<file path="src/rtl/jtsdram_rnd_seq.sv">
// Random-pattern SDRAM bank sequencer: writes 2^LW LFSR words, replays the LFSR from the saved seed and compares.
// Registered outputs; one request in flight, held until ack; each pass seeds from the previous pass's final LFSR.
module jtsdram_rnd_seq #(
    parameter int          AW   = 22,
    parameter int          LW   = 8,
    parameter logic [15:0] SEED = 16'hcafe
) (
    input  logic          clk,
    input  logic          rst_n,
    input  logic          start,
    input  logic          loop,
    output logic          busy,
    output logic          done,
    output logic          bad,
    output logic [15:0]   err_cnt,
    output logic [7:0]    pass_cnt,
    output logic [AW-1:0] ba_addr,
    output logic          ba_wr,
    output logic          ba_rd,
    output logic [15:0]   ba_din,
    input  logic          ba_ack,
    input  logic          ba_rdy,
    input  logic [15:0]   ba_dout
);

    localparam int PW = AW - LW;

    typedef enum logic [3:0] {
        S_IDLE, S_PSTART, S_WR, S_WGAP, S_RSTART,
        S_RD, S_RWAIT, S_RGAP, S_PEND, S_DONE
    } state_t;

    state_t        r_state, w_state_nxt;
    logic [15:0]   r_seed, w_seed;
    logic [15:0]   r_lfsr, w_lfsr, w_lfsr_adv;
    logic [PW-1:0] r_page, w_page;
    logic [LW-1:0] r_cnt, w_cnt;
    logic          r_busy, w_busy;
    logic          r_done, w_done;
    logic          r_bad, w_bad;
    logic [15:0]   r_err_cnt, w_err_cnt;
    logic [7:0]    r_pass_cnt, w_pass_cnt;
    logic [AW-1:0] r_ba_addr, w_ba_addr;
    logic          r_ba_wr, w_ba_wr;
    logic          r_ba_rd, w_ba_rd;
    logic [15:0]   r_ba_din, w_ba_din;

    logic w_start_ok, w_wr_ack, w_rd_ack, w_cmp, w_last;

    assign w_lfsr_adv = {r_lfsr[15] ^ r_lfsr[14] ^ r_lfsr[12] ^ r_lfsr[9] ^
                         r_lfsr[7]  ^ r_lfsr[4]  ^ r_lfsr[2]  ^ r_lfsr[0],
                         r_lfsr[15:1]};

    assign w_start_ok = start && (r_state == S_IDLE || r_state == S_DONE);
    // ack only counts once the registered request is actually on the bus
    assign w_wr_ack   = (r_state == S_WR) && r_ba_wr && ba_ack;
    assign w_rd_ack   = (r_state == S_RD) && r_ba_rd && ba_ack;
    assign w_cmp      = (w_rd_ack && ba_rdy) || (r_state == S_RWAIT && ba_rdy);
    assign w_last     = (r_cnt == {LW{1'b1}});

    always_ff @(posedge clk or negedge rst_n) begin
        if (!rst_n) r_state <= S_IDLE;
        else        r_state <= w_state_nxt;
    end

    always_comb begin
        w_state_nxt = r_state;
        case (r_state)
            S_IDLE, S_DONE: if (w_start_ok) w_state_nxt = S_PSTART;
            S_PSTART:       w_state_nxt = S_WR;
            S_WR:           if (w_wr_ack) w_state_nxt = w_last ? S_RSTART : S_WGAP;
            S_WGAP:         w_state_nxt = S_WR;
            S_RSTART:       w_state_nxt = S_RD;
            S_RD: begin
                if (w_cmp)         w_state_nxt = w_last ? S_PEND : S_RGAP;
                else if (w_rd_ack) w_state_nxt = S_RWAIT;
            end
            S_RWAIT:        if (w_cmp) w_state_nxt = w_last ? S_PEND : S_RGAP;
            S_RGAP:         w_state_nxt = S_RD;
            S_PEND:         w_state_nxt = loop ? S_PSTART : S_DONE;
            default:        w_state_nxt = S_IDLE;
        endcase
    end

    always_comb begin
        w_seed     = r_seed;
        w_lfsr     = r_lfsr;
        w_page     = r_page;
        w_cnt      = r_cnt;
        w_busy     = r_busy;
        w_done     = r_done;
        w_bad      = r_bad;
        w_err_cnt  = r_err_cnt;
        w_pass_cnt = r_pass_cnt;
        w_ba_addr  = r_ba_addr;
        w_ba_wr    = r_ba_wr;
        w_ba_rd    = r_ba_rd;
        w_ba_din   = r_ba_din;
        if (w_start_ok) begin
            w_seed     = SEED;
            w_busy     = 1'b1;
            w_done     = 1'b0;
            w_bad      = 1'b0;
            w_err_cnt  = 16'h0000;
            w_pass_cnt = 8'h00;
        end
        case (r_state)
            S_PSTART: begin
                w_lfsr = r_seed;
                w_page = r_seed[PW-1:0];
                w_cnt  = '0;
            end
            S_WR: begin
                if (!r_ba_wr) begin
                    w_ba_wr   = 1'b1;
                    w_ba_addr = {r_page, r_cnt};
                    w_ba_din  = r_lfsr;
                end else if (w_wr_ack) begin
                    w_ba_wr = 1'b0;
                    w_lfsr  = w_lfsr_adv;
                    w_cnt   = r_cnt + LW'(1);
                end
            end
            S_RSTART: begin
                w_lfsr = r_seed;
                w_cnt  = '0;
            end
            S_RD: begin
                if (!r_ba_rd) begin
                    w_ba_rd   = 1'b1;
                    w_ba_addr = {r_page, r_cnt};
                end else if (w_rd_ack) begin
                    w_ba_rd = 1'b0;
                end
            end
            S_PEND: begin
                w_pass_cnt = r_pass_cnt + 8'd1;
                w_seed     = r_lfsr;
                if (!loop) begin
                    w_done = 1'b1;
                    w_busy = 1'b0;
                end
            end
            default: ;
        endcase
        // compare against the replayed LFSR in the cycle read data arrives
        if (w_cmp) begin
            if (ba_dout != r_lfsr) begin
                w_bad = 1'b1;
                if (r_err_cnt != 16'hffff) w_err_cnt = r_err_cnt + 16'd1;
            end
            w_lfsr = w_lfsr_adv;
            w_cnt  = r_cnt + LW'(1);
        end
    end

    always_ff @(posedge clk or negedge rst_n) begin
        if (!rst_n) begin
            r_seed     <= SEED;
            r_lfsr     <= SEED;
            r_page     <= '0;
            r_cnt      <= '0;
            r_busy     <= 1'b0;
            r_done     <= 1'b0;
            r_bad      <= 1'b0;
            r_err_cnt  <= 16'h0000;
            r_pass_cnt <= 8'h00;
            r_ba_addr  <= '0;
            r_ba_wr    <= 1'b0;
            r_ba_rd    <= 1'b0;
            r_ba_din   <= 16'h0000;
        end else begin
            r_seed     <= w_seed;
            r_lfsr     <= w_lfsr;
            r_page     <= w_page;
            r_cnt      <= w_cnt;
            r_busy     <= w_busy;
            r_done     <= w_done;
            r_bad      <= w_bad;
            r_err_cnt  <= w_err_cnt;
            r_pass_cnt <= w_pass_cnt;
            r_ba_addr  <= w_ba_addr;
            r_ba_wr    <= w_ba_wr;
            r_ba_rd    <= w_ba_rd;
            r_ba_din   <= w_ba_din;
        end
    end

    assign busy     = r_busy;
    assign done     = r_done;
    assign bad      = r_bad;
    assign err_cnt  = r_err_cnt;
    assign pass_cnt = r_pass_cnt;
    assign ba_addr  = r_ba_addr;
    assign ba_wr    = r_ba_wr;
    assign ba_rd    = r_ba_rd;
    assign ba_din   = r_ba_din;

endmodule

</file>
<file path="config.mk">
export PLATFORM = sky130hd
export DESIGN_NAME = jtsdram_rnd_seq
export DESIGN_NICKNAME = d
export VERILOG_FILES = /design/src/rtl/jtsdram_rnd_seq.sv
export SDC_FILE = /design/constraint.sdc
export NUM_CORES = 1
export LEC_CHECK = 0
export BUFFER_PORTS_ARGS = -buffer_cell sky130_fd_sc_hd__buf_2
export CORE_ASPECT_RATIO = 1.5
export CORE_UTILIZATION = 57
export DETAILED_ROUTE_END_ITERATION = 16
export PLACE_DENSITY = 0.8
export RECOVER_POWER = 50
export SLEW_MARGIN = 20
export SYNTH_ARGS = -nofsm -noshare
export SYNTH_HDL_FRONTEND = slang
export SYNTH_SLANG_ARGS = --single-unit
</file>
<file path="constraint.sdc">
create_clock -name clk -period 2.9 [get_ports clk]
set_input_delay 0.435 -clock clk [delete_from_list [all_inputs] [get_ports clk]]
set_output_delay 0.435 -clock clk [all_outputs]
set_load 0.05 [all_outputs]
</file>
Yosys cells after proc, flatten, opt, wreduce, memory -nomap -nowiden
Index checks and enable logic that the tools add are counted.
{"block": "totals", "ff_bits": 125, "output_inout_bits": 67, "wordCells": 107}
{"block": "op_classes", "n_addsub": 3, "n_eq_ne": 20, "n_mux": 41, "bitwise": 8, "n_reduce_logical": 21}
{"operator": "16-bit two-way mux", "n": 9}
{"operator": "22-bit two-way mux", "n": 2}
{"operator": "22-bit one-hot mux with 2 select lines", "n": 1}
{"operator": "8-bit two-way mux", "n": 5}
{"operator": "16-bit one-hot mux with 2 select lines", "n": 1}
{"operator": "4-bit two-way mux", "n": 7}
{"operator": "4-bit one-hot mux with 7 select lines", "n": 1}
{"operator": "16-bit by 1-bit adder with 16-bit output, second input constant", "n": 1}
{"operator": "8-bit by 1-bit adder with 8-bit output, second input constant", "n": 2}
{"operator": "4-bit by 3-bit equality test with 1-bit output, second input constant", "n": 4}
{"operator": "16-bit inequality test", "n": 1}
{"operator": "16-bit inequality test, second input constant", "n": 1}
{"operator": "8-bit one-hot mux with 2 select lines", "n": 1}
{"operator": "1-bit two-way mux", "n": 13}
{"operator": "2-bit inequality test, second input constant", "n": 5}
{"operator": "3-bit inequality test, second input constant", "n": 3}
{"operator": "4-bit by 2-bit equality test with 1-bit output, second input constant", "n": 2}
{"operator": "4-bit equality test, second input constant", "n": 2}
{"operator": "8-bit equality test, second input constant", "n": 1}
{"operator": "2-bit OR reduction", "n": 4}
{"operator": "1-bit logical AND", "n": 7}
{"operator": "1-bit bitwise XOR", "n": 7}
{"operator": "3-bit AND reduction", "n": 2}
{"operator": "4-bit by 1-bit equality test with 1-bit output, second input constant", "n": 1}
{"operator": "other kinds (8)", "n": 10}

Longest topological paths before layout
Gate-level depths: netlist of the first run.
{"block": "depth", "depth_word": 11, "ltp_mapped": 8}

Worst setup path after synthesis of the first run
OpenSTA, ideal clock, no wires.
{"block": "synth_timing", "path_type": "reg2reg", "from": "register r_err_cnt[0] (netlist: err_cnt[0])", "to": "register r_err_cnt[3] (netlist: err_cnt[3])", "t_arrival_ns": 2.067, "setup_slack_ns": 0.686, "stages_incl_launch_ff": 9, "path_buffers": 2, "cell_sequence": "dfrtp_1 -> ha_1 -> nand4_1 -> nor4_1 -> or2_1 -> buf_2 -> or2_0 -> buf_2 -> o31ai_1"}
{"block": "synth_via", "elab_chain_len": 4}
{"element": "from (decl)", "line_no": "41", "text": "logic [15:0] r_err_cnt, w_err_cnt;"}
{"element": "from (signal assigned)", "line_no": "180", "text": "r_err_cnt <= w_err_cnt;"}
{"element": "16-bit by 1-bit adder with 16-bit output or 16-bit inequality test (tied branches)", "line_no": "150", "text": "if (r_err_cnt != 16'hffff) w_err_cnt = r_err_cnt + 16'd1;"}
{"element": "16-bit two-way mux (*)", "line_no": "150"}
{"element": "16-bit two-way mux (*)", "line_no": "148", "text": "if (ba_dout != r_lfsr) begin"}
{"element": "16-bit two-way mux (*)", "line_no": "147", "text": "if (w_cmp) begin"}
{"element": "net w_err_cnt[3]", "line_no": "41"}
The timed path passes the listed nets; every way through them passes the cells marked *.
A chain may end at the register's enable or synchronous reset.

Worst setup path in the final report of the first run
{"block": "layout_timing", "from": "register r_state[1]", "to": "register r_lfsr[8]"}
{"block": "layout_via", "elab_chain_len": 7}
{"element": "from (decl)", "line_no": "33", "text": "state_t r_state, w_state_nxt;"}
{"element": "from (signal assigned)", "line_no": "63", "text": "else r_state <= w_state_nxt;"}
{"element": "4-bit by 3-bit equality test with 1-bit output", "line_no": "57", "text": "assign w_rd_ack = (r_state == S_RD) && r_ba_rd && ba_ack;"}
{"element": "1-bit logical AND (2 in series)", "line_no": "57"}
{"element": "1-bit logical AND", "line_no": "58", "text": "assign w_cmp = (w_rd_ack && ba_rdy) || (r_state == S_RWAIT && ba_rdy);"}
{"element": "1-bit logical OR", "line_no": "58"}
{"element": "3-bit inequality test (no line) or 3-bit nonzero test (tied branches)"}
{"element": "3-bit AND reduction (no line)"}
{"element": "to (signal assigned)", "line_no": "174", "text": "r_lfsr <= w_lfsr;"}
{"element": "to (decl)", "line_no": "35", "text": "logic [15:0] r_lfsr, w_lfsr, w_lfsr_adv;"}
Parallel ways exist; a longest one is shown, timed or not.

==> results of run 1 <==
==> worst max path at each step <==
stage	startpoint	end	slack [ns]	cells past startpoint
after detailed placement	r_state[1]	r_lfsr[13]	0.46	5
final	r_state[1]	r_lfsr[8]	0.42	5
after global routing	r_state[1]	r_lfsr[8]	0.19	5
after global placement	err_cnt[0]	err_cnt[7]	0.55	6
after CTS	r_state[1]	r_lfsr[11]	0.45	5
after floorplan	err_cnt[0]	err_cnt[3]	0.69	8
==> worst max-delay path, cell delays in order, from the launching register on <==
cell and delay, ns:
dfrtp_1 0.69, nor2b_2 0.29, o2111ai_1 0.19, buf_4 0.26, a21oi_1 0.72, a21oi_1 0.17
==> kinds of logic (layout without fill, tap and decap cells) <==
kind of cell,after synthesis,count (layout),synth area share
simple gates,145,145,0.136
flops,125,125,0.533
compound gates,122,122,0.132
mux,55,55,0.104
buf+inv,49,146,0.0412
xor+xnor,32,32,0.0473
fa+ha+maj,3,3,0.00634
==> report_power, final <==
| group | internal (W) | leakage, nW | switching, W |
|---|---|---|---|
| registers | 0.00244 | 1.52 | 0.000604 |
| logic | 0.00111 | 1.19 | 0.00215 |
| clock network | 0.00126 | 0.279 | 0.000785 |
==> cells in the mapped netlist, drive strengths merged (8+ instances only) <==
master	count	area share
clkbuf	12	0.0076
xnor2	31	0.046
nor2	19	0.013
dfrtp	103	0.44
inv	15	0.0095
buf	22	0.024
nand4	13	0.014
a21oi	26	0.022
mux2	52	0.099
o22ai	13	0.015
and3	8	0.0085
o21ai	40	0.034
nand3	23	0.019
dfstp	22	0.098
nand2	43	0.027
==> final cells by class <==
cell class / instances / area [um2] / share of cell area
clock buffers: 17 / 425 / 0.0613
well taps: 117 / 146 / 0.0211
flip-flops and latches: 125 / 3160 / 0.454
multi-input cells: 357 / 2520 / 0.363
repair buffers: 100 / 492 / 0.0708
inverters: 15 / 56.3 / 0.00811
clock inverters: 14 / 148 / 0.0213
==> metrics by stage <==
step / util / instances / area, um2 / total power (W) / setup WS [ns]
floorplan: - / 531 / 5920 / 0.00550 / 0.686
global placement: 0.634 / 714 / 6430 / 0.00618 / 0.551
detailed placement: 0.634 / 714 / 6430 / 0.00633 / 0.460
finish: 0.685 / 745 / 6950 / 0.00835 / 0.418
CTS: 0.691 / 745 / 7000 / 0.00842 / 0.449
global route: 0.685 / 745 / 6950 / 0.00874 / 0.190
==> placed cells by master, fill, tap and decap left out, drive strengths merged, types with 6 or more instances in the layout <==
cell    instances
buf            65
inv            16
o311ai          6
o31ai           7
nor2           19
dfrtp         103
clkbuf         52
mux2           52
nand3          23
nand2          43
nand4          13
a21oi          26
and3            8
xnor2          31
clkinv          9
o22ai          13
a31oi           7
o21ai          40
dfstp          22
==> state kept, by name, indices dropped and copies added (netlist names) <==
register and cells:
err_cnt 16, r_state 4, pass_cnt 8, ba_addr 22, r_cnt 8, bad 1, r_seed 16, ba_din 16
r_lfsr 16, busy 1, done 1, ba_wr 1, ba_rd 1, r_page 14
==> routing by layer <==
metal,global-route usage,wire length [um],up-vias
met5,0,0,-
met4,0.141,476,0
met3,0.0612,818,49
met2,0.443,7040,207
met1,0.333,5350,2293
li1,-,-,2103
==> flow_metrics.py, run 1 <==
metrics = {
    "outcome": {
        "status": "finished, violations left",
        "violations": "capacitance limit, slew limit",
    },
    "floorplan": {
        "initial_core_util": 0.584,
        "dieArea_mm2": 0.0108,
        "die_w_um": 85.2,
        "die_y_um": 127,
        "ioPinCount": 89,
        "coreArea_mm2": 0.0101,
        "fp-row-count": 45,
    },
    "sta": {
        "hold_viol": 0,
        "setup_viol": 0,
        "finClkSkew_ns": 0.00797,
        "tightest_slew_ns": 1.64,
        "max_freq_mhz": 403,
        "grt_setup_unrepaired": "no",
        "slew_headroom": -0.0952,
        "fin_crit_sh": 0.856,
        "whs_ns": 0.277,
        "slew_viol_final": 126,
        "fin_setup_tns_ns": 0,
        "fin_crit_ns": 2.48,
    },
    "power_and_ir_drop": {
        "p_per_area_mw_per_mm2": 1200,
        "leakagePower_nw": 2.99,
        "vdd_drop_max_uv": 852,
    },
    "clock_network": {
        "cts_setup_buffers": 0,
        "cts_hold_buf": 0,
        "ctsHtreeMaxLevel": 4,
        "cts_tree": "done",
        "cts_buffer_depth": 2,
        "worstSkewPairLatency_ns": 0.42,
        "cts_sinks": 125,
        "path_clk_slew_ns": 0.06,
        "ctsResizeCount": 0,
        "cts_buffers": 17,
        "clock-root-buffer": "clkbuf_16",
    },
    "synthesis": {
        "synth-seq-cells": 125,
        "postSynthCellCount": 531,
        "synth_area_mm2": 0.00592,
        "synth_edf_count": 0,
        "synth-main-ff-cell": "dfrtp_1",
        "ys_seq_area_frac": 0.533,
        "synthArstFlopShare": 1.00,
        "synth_cell_types": 64,
        "yosys_warnings": 0,
        "synth_area_per_cell_um2": 11.2,
        "syn-num-nets": 556,
    },
    "hold_path": {
        "min_from": "loop",
        "hold_path.class": "in2reg",
        "worstHoldEndpoint": "done",
        "holdPathStages": 2,
    },
    "drt": {
        "wl_per_cell_um": 18.4,
        "drc": 0,
        "vias_per_cell": 6.24,
        "wirelength_um": 13700,
        "vias": 4652,
        "dr.first_iter.drc_count": 399,
        "ant_nets": 0,
        "dr.pass1.iters": 5,
    },
    "setup_path": {
        "timing.rr.start": "r_state[1]",
        "r2r_setup_slack_ns": 0.42,
        "crit_type": "reg2reg",
        "worst-path-max-fanout": 20,
        "cp.arrival_ns": 2.75,
        "startpoint_type": "register",
        "cp_data_required_time_ns": 3.16,
        "r2r-end": "r_lfsr[8]",
        "end_kind": "register",
        "reg2reg_depth": 5,
    },
    "final_layout": {
        "fin_nets": 641,
        "n_antenna_cell": 0,
        "fill_cells": 752,
        "drive_gt1_frac": 0.255,
        "synthToLayoutAreaGrowth_pct": 17.3,
    },
    "global_route": {
        "grt_max_degree": 126,
        "overflow": 0,
        "grt_usage": 0.270,
        "antenna_found_initial": 0,
        "grt_pass1_wl_um": 22400,
        "grt_pass1_vias": 4556,
    },
    "placed_design": {
        "port_buffers": 88,
        "hpwl_um": 9320,
        "gp_congestion": 0.874,
    },
    "job": {
        "drv_cap": 1,
    },
}
(Power assumes the default switching activity.)
==> run 2, diff against run 1 <==
--- a/config.mk
+++ b/config.mk
@@ -6,7 +6,7 @@
 export NUM_CORES = 1
 export LEC_CHECK = 0
 export BUFFER_PORTS_ARGS = -buffer_cell sky130_fd_sc_hd__buf_2
-export CORE_ASPECT_RATIO = 1.5
+export CORE_ASPECT_RATIO = 0.9
 export CORE_UTILIZATION = 57
 export DETAILED_ROUTE_END_ITERATION = 16
 export PLACE_DENSITY = 0.8
==> run 2 against run 1 <==
Effect of this change:
- the flow now finishes without violations
- cell count increased by 1.7%
- first-iteration DRC count decreased by 24%
- clock power up 6%
- flip-flop and latch count unchanged
- power is 0.88% higher
- non-clock buffer count up 3
- combinational power barely moved
- final area up 0.79%
- critical path depth is the same
- worst hold slack got worse by 0.0084 ns
- critical path type unchanged
- largest power group unchanged
==> flow_metrics.py, run 2 (same netlist as run 1, synthesis figures left out) <==
metrics = {
    "clock_network": {
        "path_clk_slew_ns": 0.06,
        "cts_buffer_depth": 2,
        "cts_sinks": 125,
        "cts_setup_buffers": 0,
        "ctsHtreeMaxLevel": 4,
        "worstSkewPairLatency_ns": 0.42,
        "clock-root-buffer": "clkbuf_16",
        "cts_tree": "done",
        "cts_buffers": 17,
        "cts_hold_buf": 0,
        "ctsResizeCount": 0,
    },
    "final_layout": {
        "fin_area_mm2": 0.00700,
        "mostFrequentLayoutCell": "dfrtp_1",
        "synthToLayoutAreaGrowth_pct": 18.2,
        "final_cell_mix": "dfrtp_1 (103), buf_2 (54), nand2_1 (43)",
        "largest_reg_flops": 22,
        "fin_nets": 644,
        "n_antenna_cell": 0,
        "drive_gt1_frac": 0.256,
    },
    "sta": {
        "fin_setup_tns_ns": 0,
        "slew_viol_final": 0,
        "setup_viol": 0,
        "grt_setup_unrepaired": "no",
        "fin_crit_ns": 2.32,
        "tightest_slew_ns": 1.29,
        "fin_crit_sh": 0.801,
        "hold_viol": 0,
        "finClkSkew_ns": 0.00771,
        "slew_headroom": 0.141,
        "max_freq_mhz": 430,
    },
    "drt": {
        "drc": 0,
        "dr.pass1.iters": 5,
        "dr.first_iter.drc_count": 302,
        "ant_nets": 0,
        "vias": 4564,
        "wl_per_cell_um": 18.0,
        "wirelength_um": 13600,
        "vias_per_cell": 6.02,
    },
    "floorplan": {
        "initial_core_util": 0.600,
        "dieArea_mm2": 0.0108,
        "fp-row-count": 34,
        "coreArea_mm2": 0.00987,
        "ioPinCount": 89,
        "die_y_um": 98.7,
        "die_w_um": 109,
    },
    "placed_design": {
        "port_buffers": 88,
        "post_dp_cell_area_mm2": 0.00646,
        "gp_congestion": 0.887,
        "hpwl_um": 9100,
    },
    "setup_path": {
        "worst-path-max-fanout": 13,
        "startpoint_type": "register",
        "end_kind": "register",
        "r2r-end": "r_lfsr[10]",
        "cp_data_required_time_ns": 3.16,
        "r2r_setup_slack_ns": 0.58,
        "timing.rr.start": "r_state[1]",
        "crit_type": "reg2reg",
        "cp.arrival_ns": 2.59,
        "reg2reg_depth": 5,
    },
    "global_route": {
        "antenna_found_initial": 0,
        "grt_usage": 0.275,
        "grt_pass1_wl_um": 22600,
        "grt_max_degree": 52,
        "overflow": 0,
        "grt_pass1_vias": 4409,
    },
    "power_and_ir_drop": {
        "p_per_area_mw_per_mm2": 1200,
        "p_seq_frac": 0.359,
        "clkPwrFrac": 0.257,
        "p_comb_frac": 0.384,
        "p_switching_w": 0.00355,
        "vdd_drop_max_uv": 726,
        "swShare": 0.421,
        "p_int_w": 0.00487,
        "leakagePower_nw": 3.02,
    },
    "job": {
        "drv_cap": 0,
    },
    "hold_path": {
        "holdPathStages": 2,
        "min_from": "loop",
        "worstHoldEndpoint": "done",
        "hold_path.class": "in2reg",
    },
    "outcome": {
        "status": "complete, no violations",
    },
}
[run 2: power groups by stage]
stage	Sequential, W	Clock [W]	Combinational, W
2_1_floorplan	0.00367	0	0.00183
3_3_place_gp	0.00298	0	0.00320
3_5_place_dp	0.00302	0	0.00328
4_1_cts	0.00300	0.00219	0.00331
5_1_grt	0.00310	0.00228	0.00351
6_report	0.00302	0.00217	0.00324
[run 2: metal layers]
layer | part of all wire | vias to the layer above | track usage
met4 | 0.016 | 0 | 0.0913
met2 | 0.47 | 162 | 0.412
met3 | 0.072 | 21 | 0.0820
li1 | - | 2120 | -
met5 | 0 | - | 0
met1 | 0.44 | 2261 | 0.382
[run 2: cell type report]
type | count | area [um2]
Multi-Input combinational cell | 357 | 2520
Inverter | 15 | 56.3
Tap cell | 126 | 158
Timing Repair Buffer | 103 | 502
Sequential cell | 125 | 3160
Clock inverter | 14 | 168
Fill cell | 704 | 2870
Clock buffer | 18 | 439
[run 2: how the worst max path moves through the flow]
stage / start / endpoint / slack, ns
after floorplan: err_cnt[0] / err_cnt[3] / 0.69
after global placement: r_state[1] / r_lfsr[10] / 0.65
after detailed placement: r_state[1] / r_lfsr[10] / 0.59
after CTS: r_state[1] / r_lfsr[10] / 0.59
after global routing: r_state[1] / r_lfsr[10] / 0.35
final: r_state[1] / r_lfsr[10] / 0.58
[run 2: stage by stage]
| step | total power, W | util | hold slack (ns) | setup slack [ns] | cells |
|---|---|---|---|---|---|
| after global placement | 0.00618 | 0.655 | 0.459 | 0.648 | 726 |
| after CTS | 0.00850 | 0.716 | 0.0771 | 0.595 | 758 |
| final | 0.00842 | 0.709 | 0.269 | 0.576 | 758 |
| after global routing | 0.00889 | 0.709 | 0.278 | 0.348 | 758 |
| after detailed placement | 0.00629 | 0.655 | 0.468 | 0.586 | 726 |
| after floorplan | 0.00550 | - | 0.139 | 0.686 | 531 |
[run 2: critical path, cell delays in order, from the launching register on]
cell,delay (ns)
dfrtp_1,0.58
buf_4,0.23
and4b_1,0.25
o311ai_4,0.17
a21oi_1,0.77
a21oi_1,0.17
